## src/rtl/cordic_rr_scheduler.sv

```systemverilog
// Round-robin front-end that shares one CORDIC engine between NREQ requesters.
// Optional watchdog on the engine handshake: define CORDIC_SCHED_TIMEOUT_EN.
module cordic_rr_scheduler #(
    parameter int NREQ           = 2,
    parameter int IDW            = 1,
    parameter int TIMEOUT_CYCLES = 64
) (
    input  logic                 clk,
    input  logic                 reset,
    input  logic [NREQ-1:0]      req_valid,
    output logic [NREQ-1:0]      req_ready,
    input  logic [32*NREQ-1:0]   req_theta,
    input  logic [NREQ-1:0]      req_cos,
    output logic                 rsp_valid,
    output logic [IDW-1:0]       rsp_id,
    output logic [31:0]          rsp_data,
    output logic                 rsp_err,
    output logic                 busy,
    output logic [31:0]          core_dataa,
    output logic                 core_cos,
    output logic                 core_start,
    input  logic                 core_done,
    input  logic [31:0]          core_result,
    input  logic                 core_invalid
`ifdef CORDIC_SCHED_TIMEOUT_EN
    ,
    output logic                 timeout_seen
`endif
);

    localparam int CW = IDW + 1;
    localparam int IDW_EXP = (NREQ <= 2) ? 1 : $clog2(NREQ);
    localparam logic [31:0] NAN_VALUE = 32'h7FC0_0000;

    typedef enum logic [1:0] {
        IDLE  = 2'd0,
        CHECK = 2'd1,
        RUN   = 2'd2,
        RESP  = 2'd3
    } state_t;

    state_t           state_r;
    logic [IDW-1:0]   rr_ptr_r;
    logic [IDW-1:0]   cur_id_r;
    logic             grant_vld_s;
    logic [IDW-1:0]   grant_id_s;
    logic [IDW-1:0]   next_ptr_s;
    logic [CW-1:0]    sum_s;
    logic [CW-1:0]    cand_s;
    logic [31:0]      theta_arr_s [NREQ];

    if (NREQ < 2 || NREQ > 8 || IDW != IDW_EXP || TIMEOUT_CYCLES < 1) begin : g_param_err
        $error("cordic_rr_scheduler: illegal NREQ/IDW/TIMEOUT_CYCLES combination");
    end

    for (genvar g = 0; g < NREQ; g++) begin : g_theta
        assign theta_arr_s[g] = req_theta[32*g +: 32];
    end

`ifdef CORDIC_SCHED_TIMEOUT_EN
    localparam int TW = $clog2(TIMEOUT_CYCLES + 1);
    logic [TW-1:0] tmo_cnt_r;
`endif

    // Round-robin search: first valid requester at or after rr_ptr, with wrap.
    always_comb begin
        grant_vld_s = 1'b0;
        grant_id_s  = {IDW{1'b0}};
        sum_s       = {CW{1'b0}};
        cand_s      = {CW{1'b0}};
        for (int k = 0; k < NREQ; k++) begin
            sum_s  = {1'b0, rr_ptr_r} + CW'(k);
            cand_s = (sum_s >= CW'(NREQ)) ? (sum_s - CW'(NREQ)) : sum_s;
            if (!grant_vld_s && req_valid[cand_s[IDW-1:0]] && (state_r == IDLE)) begin
                grant_vld_s = 1'b1;
                grant_id_s  = cand_s[IDW-1:0];
            end else begin
                grant_vld_s = grant_vld_s;
            end
        end
    end

    // One-hot grant decode and pointer advance past the winner.
    always_comb begin
        req_ready  = {NREQ{1'b0}};
        next_ptr_s = (grant_id_s == IDW'(NREQ - 1)) ? {IDW{1'b0}} : (grant_id_s + IDW'(1));
        if (grant_vld_s) begin
            req_ready[grant_id_s] = 1'b1;
        end else begin
            req_ready = {NREQ{1'b0}};
        end
    end

    // Sequencer: accept, screen, run the engine, return the result.
    always_ff @(posedge clk) begin
        if (reset) begin
            state_r    <= IDLE;
            rr_ptr_r   <= {IDW{1'b0}};
            cur_id_r   <= {IDW{1'b0}};
            core_dataa <= 32'h0000_0000;
            core_cos   <= 1'b0;
            core_start <= 1'b0;
            rsp_valid  <= 1'b0;
            rsp_id     <= {IDW{1'b0}};
            rsp_data   <= 32'h0000_0000;
            rsp_err    <= 1'b0;
            busy       <= 1'b0;
`ifdef CORDIC_SCHED_TIMEOUT_EN
            tmo_cnt_r    <= {TW{1'b0}};
            timeout_seen <= 1'b0;
`endif
        end else begin
            core_start <= 1'b0;
            rsp_valid  <= 1'b0;
            case (state_r)
                IDLE: begin
                    if (grant_vld_s) begin
                        core_dataa <= theta_arr_s[grant_id_s];
                        core_cos   <= req_cos[grant_id_s];
                        cur_id_r   <= grant_id_s;
                        rr_ptr_r   <= next_ptr_s;
                        busy       <= 1'b1;
                        state_r    <= CHECK;
                    end else begin
                        busy    <= 1'b0;
                        state_r <= IDLE;
                    end
                end
                CHECK: begin
                    if (core_invalid) begin
                        rsp_data  <= NAN_VALUE;
                        rsp_err   <= 1'b1;
                        rsp_valid <= 1'b1;
                        rsp_id    <= cur_id_r;
                        state_r   <= RESP;
                    end else begin
                        core_start <= 1'b1;
`ifdef CORDIC_SCHED_TIMEOUT_EN
                        tmo_cnt_r  <= {TW{1'b0}};
`endif
                        state_r    <= RUN;
                    end
                end
                RUN: begin
                    if (core_done) begin
                        rsp_data  <= core_result;
                        rsp_err   <= 1'b0;
                        rsp_valid <= 1'b1;
                        rsp_id    <= cur_id_r;
                        state_r   <= RESP;
                    end
`ifdef CORDIC_SCHED_TIMEOUT_EN
                    else if (tmo_cnt_r == TW'(TIMEOUT_CYCLES)) begin
                        rsp_data     <= NAN_VALUE;
                        rsp_err      <= 1'b1;
                        rsp_valid    <= 1'b1;
                        rsp_id       <= cur_id_r;
                        timeout_seen <= 1'b1;
                        state_r      <= RESP;
                    end else begin
                        tmo_cnt_r <= tmo_cnt_r + TW'(1);
                        state_r   <= RUN;
                    end
`else
                    else begin
                        state_r <= RUN;
                    end
`endif
                end
                RESP: begin
                    busy    <= 1'b0;
                    state_r <= IDLE;
                end
                default: begin
                    busy    <= 1'b0;
                    state_r <= IDLE;
                end
            endcase
        end
    end

endmodule

```

## config.mk

```make
export PLATFORM = sky130hd
export DESIGN_NAME = cordic_rr_scheduler
export DESIGN_NICKNAME = d
export VERILOG_FILES = /design/src/rtl/cordic_rr_scheduler.sv
export SDC_FILE = /design/constraint.sdc
export NUM_CORES = 1
export LEC_CHECK = 0
export CAP_MARGIN = 20
export CORE_ASPECT_RATIO = 1.75
export CORE_UTILIZATION = 30
export CTS_CLUSTER_SIZE = 10
export DETAILED_ROUTE_END_ITERATION = 10
export DONT_BUFFER_PORTS = 1
export SLEW_MARGIN = 15
export SYNTH_ARGS = -nofsm -noshare
export SYNTH_HDL_FRONTEND = slang
export SYNTH_SLANG_ARGS = --single-unit
```

## constraint.sdc

```tcl
create_clock -name clk -period 4.1 [get_ports clk]
set_input_delay 0.41 -clock clk [delete_from_list [all_inputs] [get_ports clk]]
set_output_delay 0.41 -clock clk [all_outputs]
set_load 0.05 [all_outputs]
```

==> results.yml, run 1 <==
sta:
  hold_viol_final: 0
  rsz0062_at_grt: "false"
  fin_tns_setup_ps: 0
  fin_crit_ps: 2490
  slew_viol_final: 0
  worstMarginPinSlew_ps: 1130
  slew-limit-headroom_pct: 24.5
  setup_viol_count_final: 0
  worst_slack_ps: 1610
  post-route-period-util_pct: 60.7
  skew_ps: 5.82
  max_freq_mhz: 402
pwr:
  swShare_pct: 46.5
  pwr-share-clk_pct: 23.3
  intPower_uw: 1580
  leakage_uw: 0.00126
  powerDensity_mw_per_mm2: 902
  ir_drop_mv: 0.309
  p_sw_uw: 1370
  pwr-share-comb_pct: 21.9
  pwr-share-seq_pct: 54.7
min_path:
  min-delay-start: "reset"
  hold_depth: 1
  worstHoldEndpoint: "state_r[0]"
  hold_path.class: "input port to register"
synthesis:
  synth_area_per_cell_um2: 10.3
  synthArstFlopShare_pct: 0
  yosysTopAreaCell: "dfxtp_1"
  synthTopCellsByArea: "dfxtp_1 (49%), a221o_1 (10%), and3_1 (6.9%)"
  syn_area_mm2: 0.00301
  synthXorXnorAreaFrac_pct: 0
  ys_seq_area_share_pct: 49.2
  synthCells: 291
  synth_nets: 400
  netlist.area_leader.share_pct: 49.2
  synth_edf_count: 0
  synth_top_family_by_area: "compound AO/OA/AOI/OAI gates"
  synthAdderAreaFrac_pct: 2.08
  synth_compound_area_share_pct: 26.3
  synth_most_common_cell: "dfxtp_1"
  synth_mux_area_share_pct: 0.790
  ys.flop_type: "dfxtp_1"
  synth_simple_gate_area_share_pct: 14.8
  synth_commonest_cells: "dfxtp_1 (74), and3_1 (33), a221o_1 (30)"
  ys_ff_latch: 74
  yosysWarnings: 0
  ys_types: 33
floorplanning:
  floorplan.die_area_mm2: 0.0105
  start_util_pct: 30.8
  die_x_um: 77.7
  rows: 48
  core_mm2: 0.00979
  ios: 176
  die_h_um: 135
placed_design:
  dp_hpwl_um: 5230
  gp_congestion: 0.694
  io_buffers: 0
  post-place-ws_ps: 1770
grt:
  grt.total_usage_pct: 14.4
  grt_pass1_wl_um: 11700
  grt_max_degree: 48
  grt-busiest-layer: "met2"
  overflow: 0
  antenna_found_initial: 0
  grt_pass1_vias: 2435
  grt_use_met2_pct: 25.7
  use_met3_pct: 6.01
  grtUsageMet1_pct: 14.2
cells_and_area:
  final_core_util_pct: 33.4
  layout.nets: 385
  multi_input_area_mm2: 0.00132
  diodes: 0
  ff_latch_area_mm2: 0.00148
  fillers: 1006
  area_delta_synth_final_pct: 8.52
  layout-drive-gt1-share_pct: 13.6
clock_tree:
  htreeDepth: 3
  clk_latency_ps: 330
  cts_resized: 0
  cts.sinks: 74
  numCtsBuffers: 9
  clk_path_buf_depth: 2
  root_buffer: "clkbuf_16"
  cts_setup_buffers: 0
  cts_hold_buffers: 0
  clk_pin_slew_worst_paths_ps: 50
  cts_tree: "built"
setup_path:
  critPathArrivalTime_ps: 2080
  rrSetupSlack_ps: 1750
  cp_max_fo: 4
  reg2reg_to: "rsp_data[30]"
  startpoint_type: "register"
  r2r-start: "state_r[1]"
  worstSetupPathType: "register to output port"
  r2r_cells: 5
  required_ps: 3690
  critPathCaptureType: "output port"
drt:
  dr.first_iter.drc_count: 101
  vias: 2343
  drtAntennaViolNets: 0
  wl_um: 7640
  wl_per_cell_um: 18.9
  via_per_inst: 5.80
  drc_errors: 0
  drt_first_pass_iters: 6
status:
  status: "finished clean"
flow_run:
  cap_violations: 0
## kinds of logic after synthesis
kind of cell / after synthesis
AO/OA/AOI/OAI: 102
AND/OR/NAND/NOR: 74
flip-flops: 74
buffers and inverters: 34
adder cells (fa/ha/maj): 5
multiplexers: 2
## layer usage
layer | vias up | routed length, um
li1 | 1097 | -
met1 | 1095 | 2820
met2 | 143 | 3990
met3 | 8 | 726
met4 | 0 | 95
met5 | - | 0
## flip-flops by register name (all words and copies together), names as in the netlist
signal and cells:
core_start 1, rsp_err 1, core_dataa 32, rr_ptr_r 1, cur_id_r 1, state_r 2
core_cos 1, busy 1, rsp_data 32, rsp_valid 1, rsp_id 1
## power groups by stage
stage / Sequential [uW] / Combinational [uW] / Clock [uW]
2_1_floorplan: 1590 / 595 / 0
3_3_place_gp: 1630 / 624 / 0
3_5_place_dp: 1620 / 654 / 0
4_1_cts: 1610 / 653 / 714
5_1_grt: 1630 / 720 / 747
6_report: 1610 / 646 / 688
## per-stage QoR
step / hold WS [ps] / instance area (um2) / total power (uW) / instances
2_1_floorplan: 433 / 3010 / 2180 / 291
3_3_place_gp: 446 / 3010 / 2250 / 390
3_5_place_dp: 462 / 3010 / 2280 / 390
4_1_cts: 134 / 3270 / 2980 / 404
5_1_grt: 136 / 3270 / 3100 / 404
6_report: 160 / 3270 / 2950 / 404
## critical path, cell delays in order, from the launching register on
cell and delay [ps]:
dfxtp_1 330, inv_1 100, ha_1 330, nand2_2 120
a21oi_1 880
## cell usage in the layout (no fill, tap or decap), types with 4 or more instances in the layout
master,count
dfxtp_1,74
o21ai_1,20
buf_4,4
a221o_1,30
a21oi_1,28
nand4_1,23
o21a_1,4
and3_1,33
o221a_2,9
ha_1,5
nand2_1,4
clkbuf_16,9
## area by class of cell
class | instances | area share, %
sequential | 74 | 45.3
inverter | 4 | 0.460
clock inverter | 3 | 0.536
clock buffer | 11 | 7.43
multi-input combinational | 183 | 40.5
tap | 125 | 4.79
timing repair buffer | 4 | 0.919
## worst max path at each step
stage / from / endpoint / slack, ps / cells past startpoint
floorplan: state_r[0] / req_ready[0] / 2110 / 4
global placement: state_r[1] / rsp_data[30] / 1880 / 5
detailed placement: state_r[1] / rsp_data[30] / 1770 / 5
CTS: state_r[1] / req_ready[0] / 1580 / 4
global route: state_r[1] / req_ready[0] / 1490 / 4
finish: state_r[1] / req_ready[0] / 1610 / 4
Note: power is estimated with default switching activity, not from simulation.
==> run 2, diff against run 1 <==
clock period = 2.4 ns   (was 4.1 ns; I/O delays follow)
==> run 2 against run 1 <==
Global-route usage down 0.50 points. Routed wire length down 0.81%. Sequential share of layout area down 0.80 points. Clock skew down 2.3 ps. Worst setup slack worse by 1000 ps. Critical endpoint unchanged. Cell area up 1.8%. Sequential cell count unchanged.
==> results.yml, run 2 (synthesized netlist as in run 1, its figures left out) <==
grt:
  antenna_found_initial: 0
  overflow: 0
  grt_pass1_vias: 2389
  grt_pass1_wl_um: 11200
  grt_max_degree: 48
  grt.total_usage_pct: 13.9
cells_and_area:
  final_core_util_pct: 34.0
  diodes: 0
  area_delta_synth_final_pct: 10.5
  layout_commonest_cell: "dfxtp_1"
  layout.nets: 390
  layout-drive-gt1-share_pct: 15.1
  fillers: 990
  reg_top3: "core_dataa: 32 flops, rsp_data: 32 flops, state_r: 2 flops"
  mostFrequentLayoutCells: "dfxtp_1 (74), and3_1 (33), a221o_1 (30)"
drt:
  vias: 2374
  drt_first_pass_iters: 6
  wl_per_cell_um: 18.5
  drc_errors: 0
  wl_um: 7570
  via_per_inst: 5.80
  drtAntennaViolNets: 0
  dr.first_iter.drc_count: 65
pwr:
  ir_drop_mv: 0.468
  leakage_uw: 0.00130
  powerDensity_mw_per_mm2: 1540
placed_design:
  post-place-ws_ps: 652
  io_buffers: 0
  gp_congestion: 0.715
  dp_hpwl_um: 5240
setup_path:
  worstSetupPathType: "register to output port"
  critPathArrivalTime_ps: 1580
  startpoint_type: "register"
  required_ps: 2160
  cp_max_fo: 4
  critPathCaptureType: "output port"
clock_tree:
  clk_latency_ps: 320
  cts_hold_buffers: 1
  clk_path_buf_depth: 2
  cts_tree: "built"
  cts.sinks: 74
  clk_pin_slew_worst_paths_ps: 50
  htreeDepth: 3
  numCtsBuffers: 9
  cts_resized: 0
  cts_setup_buffers: 0
  root_buffer: "clkbuf_16"
sta:
  setup_viol_count_final: 0
  slew-limit-headroom_pct: 32.1
  worst_slack_ps: 582
  max_freq_mhz: 550
  post-route-period-util_pct: 75.7
  slew_viol_final: 0
  skew_ps: 3.55
  worstMarginPinSlew_ps: 1020
  fin_crit_ps: 1820
  rsz0062_at_grt: "false"
  hold_viol_final: 0
  fin_tns_setup_ps: 0
floorplanning:
  die_h_um: 135
  ios: 176
  core_mm2: 0.00979
  die_x_um: 77.7
  rows: 48
  floorplan.die_area_mm2: 0.0105
  start_util_pct: 30.8
flow_run:
  cap_violations: 0
min_path:
  hold_path.class: "input port to register"
status:
  status: "finished clean"
-- run 2: routing by layer --
| layer | vias up | global-route usage [%] | part of all wire, % |
|---|---|---|---|
| met5 | - | 0 | 0 |
| met4 | 0 | 7.44 | 2.4 |
| met3 | 12 | 5.14 | 9.0 |
| met2 | 134 | 25.8 | 53 |
| met1 | 1125 | 13.0 | 35 |
| li1 | 1103 | - | - |
-- run 2: through the flow --
| stage | total power [uW] | instance area, um2 | hold WS, ps | instances |
|---|---|---|---|---|
| after global routing | 5360 | 3330 | 38.5 | 409 |
| final | 5130 | 3330 | 53.1 | 409 |
| after CTS | 5190 | 3330 | 36.0 | 409 |
| after detailed placement | 3920 | 3040 | 321 | 394 |
| after global placement | 3880 | 3040 | 319 | 394 |
| after floorplan | 3720 | 3010 | 378 | 291 |
-- run 2: power breakdown --
part	internal (uW)	switching (uW)	leakage [uW]
clock	770	462	0.000137
combinational	460	687	0.000555
sequential	1550	1200	0.000606
-- run 2: critical path, cell delays in order, from the launching register on --
cell	delay, ps
dfxtp_1	320
inv_1	110
ha_1	310
nand2_2	120
a21oi_1	160
buf_4	240
-- run 2: cell type report --
class | instances | area (um2) | share of cell area (%)
tap | 125 | 156 | 4.70
clock inverter | 2 | 12.5 | 0.376
timing repair buffer | 9 | 70.1 | 2.11
sequential | 74 | 1480 | 44.5
clock buffer | 12 | 267 | 8.01
inverter | 4 | 15.0 | 0.451
multi-input combinational | 183 | 1320 | 39.8
-- run 2: final timing paths --
kind	slack (ps)	start	to	depth (start not counted)
max	580	state_r[0]	req_ready[0]	5
min	50	req_theta[59]	core_dataa[27]	1
max reg2reg	660	state_r[0]	rsp_data[23]	5
min reg2reg	470	cur_id_r	rsp_id	2
==> run 3, diff against run 2 <==
clock period = 1.5 ns   (was 2.4 ns; I/O delays follow)
==> run 3 against run 2 <==
The flow now finishes with violations (negative setup slack). Critical path depth grew 1. Clock-buffer cell count fell by 1. Final cell count up 44%. Combinational power grew to 4.6 times the previous value. Largest cell class is now non-clock buffers.
==> results.yml, run 3 (synthesized netlist as in run 1, its figures left out) <==
status:
  status: "complete, but fails checks"
  violations: "negative setup slack"
setup_path:
  critPathCaptureType: "register"
  cp_max_fo: 10
  required_ps: 1710
  worst_path_max_delay_cell: "dfxtp_2"
  path_cells: "inv_2 -> ha_2 -> mux2i_4 -> nor2_4 -> buf_12 -> o221a_2"
  critPathArrivalTime_ps: 1750
  path_depth: 6
  startpoint_type: "register"
  worstSetupPathType: "register to register"
  r2r_cells: 6
  critical_path.top_delay_family: "flip-flops"
  cpPeakStageDelay_ps: 320
  worst-path-buf-inv: 2
cells_and_area:
  reg_top3: "core_dataa: 32 flops, rsp_data: 32 flops, state_r: 2 flops"
  area_delta_synth_final_pct: 75.3
  fillers: 811
  final_core_util_pct: 53.9
  layout_commonest_cell: "dlygate4sd3_1"
  final_cell_area_mm2: 0.00528
  layout.nets: 570
  layout-drive-gt1-share_pct: 31.8
  final_cell_count_no_fill: 591
  mostFrequentLayoutCells: "dlygate4sd3_1 (96), buf_4 (77), dfxtp_1 (72)"
  diodes: 0
drt:
  vias: 3196
  top_layer_used: "met4"
  wl_met2_um: 5780
  drc_errors: 0
  drtAntennaViolNets: 0
  wl_met1_um: 3710
  wl_met3_um: 842
  via_per_inst: 5.41
  dr.first_iter.drc_count: 127
  wl_um: 10600
  drt_first_pass_iters: 4
  wl_per_cell_um: 17.9
sta:
  fin_tns_setup_ps: -277
  post-route-period-util_pct: 102
  skew_ps: 3.26
  worst_slack_ps: -37.2
  max_freq_mhz: 651
  slew-limit-headroom_pct: 32.9
  whs_ps: 13.8
  worstMarginPinSlew_ps: 1010
  fin_crit_ps: 1540
  rsz0062_at_grt: "true"
  setup_viol_count_final: 10
  slew_viol_final: 0
  hold_viol_final: 0
clock_tree:
  root_buffer: "clkbuf_16"
  htreeDepth: 3
  cts_tree: "built"
  clk_path_buf_depth: 2
  clk_pin_slew_worst_paths_ps: 60
  cts.sinks: 74
  clk_latency_ps: 320
  numCtsBuffers: 9
grt:
  grt.total_usage_pct: 18.5
  grt_max_degree: 48
  grt_pass1_vias: 3200
  antenna_found_initial: 0
  grt_pass1_wl_um: 15200
  overflow: 0
placed_design:
  io_buffers: 0
  gp_congestion: 0.788
  placedCellCount: 470
  placed_cell_area_mm2: 0.00370
  dp_hpwl_um: 5810
pwr:
  ir_drop_mv: 1.18
  leakage_uw: 0.00224
  powerDensity_mw_per_mm2: 2040
floorplanning:
  die_x_um: 77.7
  ios: 176
  core_mm2: 0.00979
  floorplan.die_area_mm2: 0.0105
  rows: 48
  die_h_um: 135
  start_util_pct: 30.8
min_path:
  hold_path.class: "input port to register"
  hold_depth: 2
flow_run:
  cap_violations: 0
==> run 3: path summary, 6_finish.rpt <==
check	from	end	slack, ps
max	state_r[0]	rsp_data[28]	-40
min	core_result[31]	rsp_data[31]	10
max reg2reg	state_r[0]	rsp_data[28]	-40
min reg2reg	busy	busy	460
==> run 3: area by class of cell <==
class,count,area (um2),share of cell area [%]
clock inverter,5,125,2.37
tap,125,156,2.96
clock buffer,11,243,4.60
timing repair buffer,186,1770,33.5
sequential,74,1480,28.1
inverter,4,15.0,0.284
multi-input combinational,186,1490,28.1
==> run 3: power breakdown <==
part / internal (uW) / total [uW] / switching (uW) / leakage (uW)
clock: 1840 / 2630 / 794 / 0.000180
sequential: 2480 / 2800 / 317 / 0.000607
combinational: 2030 / 5330 / 3300 / 0.00145
==> run 3: per-layer routing <==
layer / vias to the layer above / track usage [%]
li1: 1473 / -
met1: 1507 / 18.4
met2: 194 / 33.7
met3: 22 / 5.88
met4: 0 / 9.75
met5: - / 0
==> run 3: what timing repair did <==
item / in CTS / in global routing
cloned: 0 / 4
setup endpoints to repair: 57 / 71
buffers inserted: 3 / 2
hold endpoints to repair: 68 / 0
hold buffers: 97 / 0
resized for setup: 9 / 33
pin swaps: 30 / 5
==> run 3: stage by stage <==
step	total power, uW	worst slack [ps]
5_1_grt	11200	-86.7
2_1_floorplan	6020	-2.13
6_report	10800	-37.2
3_5_place_dp	7250	-131
4_1_cts	10300	-81.8
3_3_place_gp	7180	-80.7
